**src/rtl/fetch_pkg.sv**
```systemverilog
// rtl/fetch_pkg.sv - shared constants, fetch entry layout and FSM states for the prefetch unit
package fetch_pkg;

    localparam int DEF_ADDR_W  = 64;
    localparam int DEF_INSTR_W = 32;
    localparam int INSN_BYTES  = 4;

    typedef struct packed {
        logic [DEF_INSTR_W-1:0] instr;
        logic [DEF_ADDR_W-1:0]  pc;
        logic [DEF_ADDR_W-1:0]  pc_link;
    } fetch_entry_t;

    typedef enum logic [1:0] {
        RUN,
        WAIT,
        DRAIN
    } fetch_state_t;

endpackage

```
**src/rtl/fetch_queue.sv**
```systemverilog
// rtl/fetch_queue.sv - synchronous circular FIFO of packed fetch entries with flush
module fetch_queue #(
    parameter int DEPTH = 4,
    parameter int WIDTH = 160
) (
    input  logic                     clock,
    input  logic                     reset,
    input  logic                     push,
    input  logic [WIDTH-1:0]         push_data,
    input  logic                     pop,
    input  logic                     flush,
    output logic                     head_valid,
    output logic [WIDTH-1:0]         head_data,
    output logic [$clog2(DEPTH):0]   count
);

    localparam int PTR_W = $clog2(DEPTH);
    localparam logic [PTR_W:0] FULL = (PTR_W + 1)'(DEPTH);

    logic [WIDTH-1:0] mem [DEPTH];
    logic [PTR_W-1:0] wr_ptr;
    logic [PTR_W-1:0] rd_ptr;
    logic             do_push;
    logic             do_pop;

    assign head_valid = (count != '0);
    assign do_pop     = pop && head_valid;
    assign do_push    = push && ((count != FULL) || do_pop);

    // Head is masked so an empty queue presents all-zero fields to decode.
    assign head_data  = head_valid ? mem[rd_ptr] : '0;

    always_ff @(posedge clock) begin
        if (reset || flush) begin
            wr_ptr <= '0;
            rd_ptr <= '0;
            count  <= '0;
        end else begin
            if (do_push) begin
                wr_ptr <= wr_ptr + PTR_W'(1);
            end
            if (do_pop) begin
                rd_ptr <= rd_ptr + PTR_W'(1);
            end
            case ({do_push, do_pop})
                2'b10:   count <= count + (PTR_W + 1)'(1);
                2'b01:   count <= count - (PTR_W + 1)'(1);
                default: count <= count;
            endcase
        end
    end

    always_ff @(posedge clock) begin
        if (do_push && !flush && !reset) begin
            mem[wr_ptr] <= push_data;
        end
    end

endmodule

```
**src/rtl/instruction_prefetch_unit.sv**
```systemverilog
// rtl/instruction_prefetch_unit.sv - fetch PC, single-outstanding imem handshake, redirect handling
module instruction_prefetch_unit
    import fetch_pkg::*;
#(
    parameter int                ADDR_W   = DEF_ADDR_W,
    parameter int                INSTR_W  = DEF_INSTR_W,
    parameter int                DEPTH    = 4,
    parameter logic [ADDR_W-1:0] RESET_PC = '0
) (
    input  logic               clock,
    input  logic               reset,
    input  logic               redirect_br,
    input  logic [ADDR_W-1:0]  br_target,
    input  logic               redirect_reg,
    input  logic [ADDR_W-1:0]  reg_target,
    output logic               imem_req_valid,
    input  logic               imem_req_ready,
    output logic [ADDR_W-1:0]  imem_req_addr,
    input  logic               imem_rsp_valid,
    input  logic [INSTR_W-1:0] imem_rsp_data,
    output logic               if_valid,
    input  logic               if_ready,
    output logic [INSTR_W-1:0] if_instr,
    output logic [ADDR_W-1:0]  if_pc,
    output logic [ADDR_W-1:0]  if_pc_link
);

    localparam int                CNT_W    = $clog2(DEPTH) + 1;
    localparam int                ENTRY_W  = INSTR_W + 2 * ADDR_W;
    localparam logic [CNT_W-1:0]  CNT_FULL = CNT_W'(DEPTH);
    localparam logic [ADDR_W-1:0] STEP     = ADDR_W'(INSN_BYTES);

    fetch_state_t        state;
    fetch_state_t        state_nxt;
    logic [ADDR_W-1:0]   fetch_pc;
    logic [ADDR_W-1:0]   fetch_pc_nxt;
    logic [ADDR_W-1:0]   req_pc;
    logic [ADDR_W-1:0]   req_pc_nxt;
    logic                redirect;
    logic [ADDR_W-1:0]   redirect_pc;
    logic                push;
    logic                pop;
    logic [CNT_W-1:0]    count;
    logic [ENTRY_W-1:0]  push_data;
    logic [ENTRY_W-1:0]  head_data;

    assign redirect      = redirect_br | redirect_reg;
    assign redirect_pc   = redirect_reg ? reg_target : br_target;
    assign imem_req_addr = fetch_pc;
    assign pop           = if_valid && if_ready;
    assign push_data     = {imem_rsp_data, req_pc, req_pc + STEP};

    // Only RUN can issue, and RUN has nothing outstanding, so room in the
    // queue alone guarantees the eventual push never meets a full queue.
    always_comb begin
        state_nxt      = state;
        fetch_pc_nxt   = fetch_pc;
        req_pc_nxt     = req_pc;
        imem_req_valid = 1'b0;
        push           = 1'b0;
        if (redirect) begin
            fetch_pc_nxt = redirect_pc;
        end
        case (state)
            RUN: begin
                imem_req_valid = !reset && !redirect && (count < CNT_FULL);
                if (imem_req_valid && imem_req_ready) begin
                    state_nxt    = WAIT;
                    fetch_pc_nxt = fetch_pc + STEP;
                    req_pc_nxt   = fetch_pc;
                end
            end
            WAIT: begin
                if (imem_rsp_valid) begin
                    state_nxt = RUN;
                    push      = !redirect;
                end else if (redirect) begin
                    state_nxt = DRAIN;
                end
            end
            DRAIN: begin
                if (imem_rsp_valid) begin
                    state_nxt = RUN;
                end
            end
            default: state_nxt = RUN;
        endcase
    end

    always_ff @(posedge clock) begin
        if (reset) begin
            state    <= RUN;
            fetch_pc <= RESET_PC;
            req_pc   <= '0;
        end else begin
            state    <= state_nxt;
            fetch_pc <= fetch_pc_nxt;
            req_pc   <= req_pc_nxt;
        end
    end

    fetch_queue #(
        .DEPTH (DEPTH),
        .WIDTH (ENTRY_W)
    ) u_queue (
        .clock      (clock),
        .reset      (reset),
        .push       (push),
        .push_data  (push_data),
        .pop        (pop),
        .flush      (redirect),
        .head_valid (if_valid),
        .head_data  (head_data),
        .count      (count)
    );

    assign if_instr   = head_data[ENTRY_W-1 -: INSTR_W];
    assign if_pc      = head_data[2*ADDR_W-1 -: ADDR_W];
    assign if_pc_link = head_data[ADDR_W-1:0];

endmodule

```
**config.mk**
```make
export PLATFORM = sky130hd
export DESIGN_NAME = instruction_prefetch_unit
export DESIGN_NICKNAME = d
export VERILOG_FILES = /design/src/rtl/fetch_pkg.sv /design/src/rtl/fetch_queue.sv /design/src/rtl/instruction_prefetch_unit.sv
export SDC_FILE = /design/constraint.sdc
export NUM_CORES = 1
export LEC_CHECK = 0
export BUFFER_PORTS_ARGS = -buffer_cell sky130_fd_sc_hd__buf_2
export CAP_MARGIN = 20
export CORE_ASPECT_RATIO = 0.5
export CORE_MARGIN = 4
export CORE_UTILIZATION = 51
export DETAILED_ROUTE_END_ITERATION = 12
export PLACE_DENSITY = 0.71
export SKIP_LAST_GASP = 1
export SYNTH_ARGS = -nofsm -noshare
export SYNTH_HDL_FRONTEND = slang
export SYNTH_SLANG_ARGS = --single-unit
```
**constraint.sdc**
```tcl
create_clock -name clock -period 18.6 [get_ports clock]
set_input_delay 1.86 -clock clock [delete_from_list [all_inputs] [get_ports clock]]
set_output_delay 1.86 -clock clock [all_outputs]
set_load 0.01 [all_outputs]
```
==> results_dict.tcl <==
set metrics [dict create \
    max-cap-violations 0 \
    fill_cells 4892 \
    stdcell_count 3419 \
    gp_routability_congestion 0.847 \
    slowest_stage "buf_4" \
    worstPathArrival_ns 3.95 \
    cts_tree "done" \
    cpLargestDelayFamily "buffers and inverters" \
    overflow 0 \
    htreeDepth 3 \
    hold_class "reg2reg" \
    critPathMaxStageDelay_ns 0.88 \
    syn_area_sq_um 32600 \
    post_cts_resized 0 \
    wl_per_cell_um 23.4 \
    grt_pass1_wl_um 122000 \
    antenna_found_initial 1 \
    cp_cell_sequence "buf_4, buf_4, mux4_2, and2_1, buf_2" \
    clock.fmax_ghz 0.172 \
    setup_viol 0 \
    cts_buffer_depth 3 \
    worst_slew_pin_slew_ns 1.09 \
    hp-start "imem_req_addr[0]" \
    crit_path_start_kind "register" \
    finalClockSkew_ns 0.0203 \
    num_rows 65 \
    die_area_sq_um 68300 \
    synth_seq_cells 771 \
    crit_buf_inv 3 \
    nets 2700 \
    p_leak_nw 13.0 \
    grt_pass1_vias 19998 \
    post_cts_buffers 0 \
    critical_path.max_fanout 65 \
    status "complete, no violations" \
    rsz0062_at_grt "false" \
    criticalPathCategory "reg2out" \
    setup_tns_ns 0 \
    syn_area_per_cell_sq_um 14.9 \
    path_common_cell "buf_4" \
    syn_nets 2361 \
    powerDensity_nw_per_um2 93.4 \
    numCtsBuffers 68 \
    clkLatencyLatePin_ns 0.61 \
    clk_pin_slew_ns 0.07 \
    synth_ff_type "edfxtp_1" \
    ys_seq_area_share_pct 66.8 \
    worst_setup_path_end_kind "output pin" \
    place_inst 3292 \
    ir_drop_mv 0.0565 \
    async_reset_ff_share_pct 0 \
    required_ns 16.74 \
    io_pins 393 \
    clock-root-buffer "clkbuf_16" \
    die_y_um 187 \
    ys_types 54 \
    synth_warnings 0 \
    drc_errors 0 \
    core_area_sq_um 63100 \
    layout-drive-gt1-share_pct 27.0 \
    r2r-start "state[1]" \
    postRouteAntennaNets 0 \
    wl_um 79800 \
    vias 20052 \
    final_util_pct 59.8 \
    initial_core_util_pct 51.6 \
    slew_violations 0 \
    first_pass_iters 5 \
    clkSinkCount 771 \
    slew_headroom_pct 27.2 \
    numPortBuffers 392 \
    vias_per_cell 5.86 \
    post-route-min-period_ns 5.81 \
    fin_crit_sh_pct 31.2 \
    synthCells 2187 \
    finalHoldViolCount 0 \
    dp_hpwl_um 50800 \
    area_growth_syn_to_layout_pct 15.7 \
    synth_edf_count 632 \
    grt_use_total_pct 23.3 \
    die_w_um 365 \
    drt-initial-drc-count 1760 \
    grt_max_degree 114 \
    hold_buffers 0 \
]
[synthesized netlist by cell type (10+ instances only)]
master    instances  area (sq um)
nand2b_1         10          62.6
or4_1            11          82.6
mux2i_1          66           661
mux4_2          158          3560
and2_1          170          1060
nor4_1           33           206
nand2_1         211           792
and4_1           16           140
nor3_1           28           140
o21ai_0          25           125
and3_1           18           113
a211oi_1         53           398
clkbuf_1         99           372
nand4_1          40           250
xnor2_1          53           464
xor2_1           38           333
inv_1            19          71.3
buf_1            35           131
a21oi_1         100           500
nor2_1           95           357
mux2_2           10           113
edfxtp_1        632         19000
nand3_1          49           245
dfxtp_1         139          2780
[registers in the layout (all words and copies together), names as in the netlist, named ones only]
register        cells
u_queue.mem       632
u_queue.rd_ptr      2
imem_req_addr      64
u_queue.wr_ptr      2
req_pc             64
state               2
u_queue.count       3
[path summary, 6_finish.rpt]
check | end | slack, ns | cells after the start
max reg2reg | u_queue.mem[2][148] | 13.99 | 7
min reg2reg | req_pc[0] | 0.51 | 2
min | req_pc[0] | 0.51 | 2
max | if_pc[5] | 12.79 | 5
[worst reg2reg max path, stage by stage, from the launching register on]
cell and delay (ns):
dfxtp_1 0.34, nor4b_1 0.81, and2_1 0.28, o41ai_1 0.15, nor2_1 0.26, and2_4 0.66, buf_4 0.80, buf_4 0.90
[cells by family after synthesis]
kind of cell	Yosys count	synth area share, %
simple gates	704	11.1
mux	234	13.3
xor+xnor	91	2.45
flops	771	66.8
fa+ha+maj	7	0.292
compound gates	217	4.13
buf+inv	163	1.93
[through the flow]
stage	instance area (sq um)	total power [mW]	hold slack [ns]	setup WS, ns
after floorplan	32600	1.98	0.456	11.37
after global placement	35300	2.03	0.483	12.38
after detailed placement	35300	2.04	0.496	12.24
after CTS	37700	3.55	0.509	12.75
after global routing	37700	3.63	0.534	12.58
final	37700	3.52	0.506	12.79
[power breakdown]
part / switching [mW] / internal, mW
Sequential: 0.0303 / 1.86
Clock: 0.623 / 0.900
Combinational: 0.0624 / 0.0459
[layout make-up]
class	instances	area [sq um]	share of cell area [%]
inverter	20	75.1	0.199
clock buffer	99	2020	5.35
timing repair buffer	412	2150	5.71
tap	837	1050	2.78
multi-input combinational	1253	10200	27.2
clock inverter	26	407	1.08
antenna	1	2.50	0.00664
sequential	771	21800	57.7
[metal layers]
metal,part of all wire [%],routed length (um),vias to the layer above,GRT usage (%)
li1,-,-,9077,-
met1,41,32800,10221,31.6
met2,51,40700,597,39.3
met3,4.7,3790,157,3.08
met4,3.2,2590,0,7.61
met5,0,0,-,0
[layout by cell type (no fill, tap or decap), types with 38 or more instances in the layout]
master | Yosys | layout
mux2i_1 | 66 | 66
nand4_1 | 40 | 40
nand3_1 | 49 | 47
edfxtp_1 | 632 | 632
a211oi_1 | 53 | 53
nand2_1 | 211 | 211
dfxtp_1 | 139 | 137
and2_1 | 170 | 166
mux4_2 | 158 | 158
nor2_1 | 95 | 95
a21oi_1 | 100 | 100
xnor2_1 | 53 | 53
clkbuf_16 | 0 | 74
buf_2 | 4 | 389
xor2_1 | 38 | 38
(Power assumes the default switching activity.)
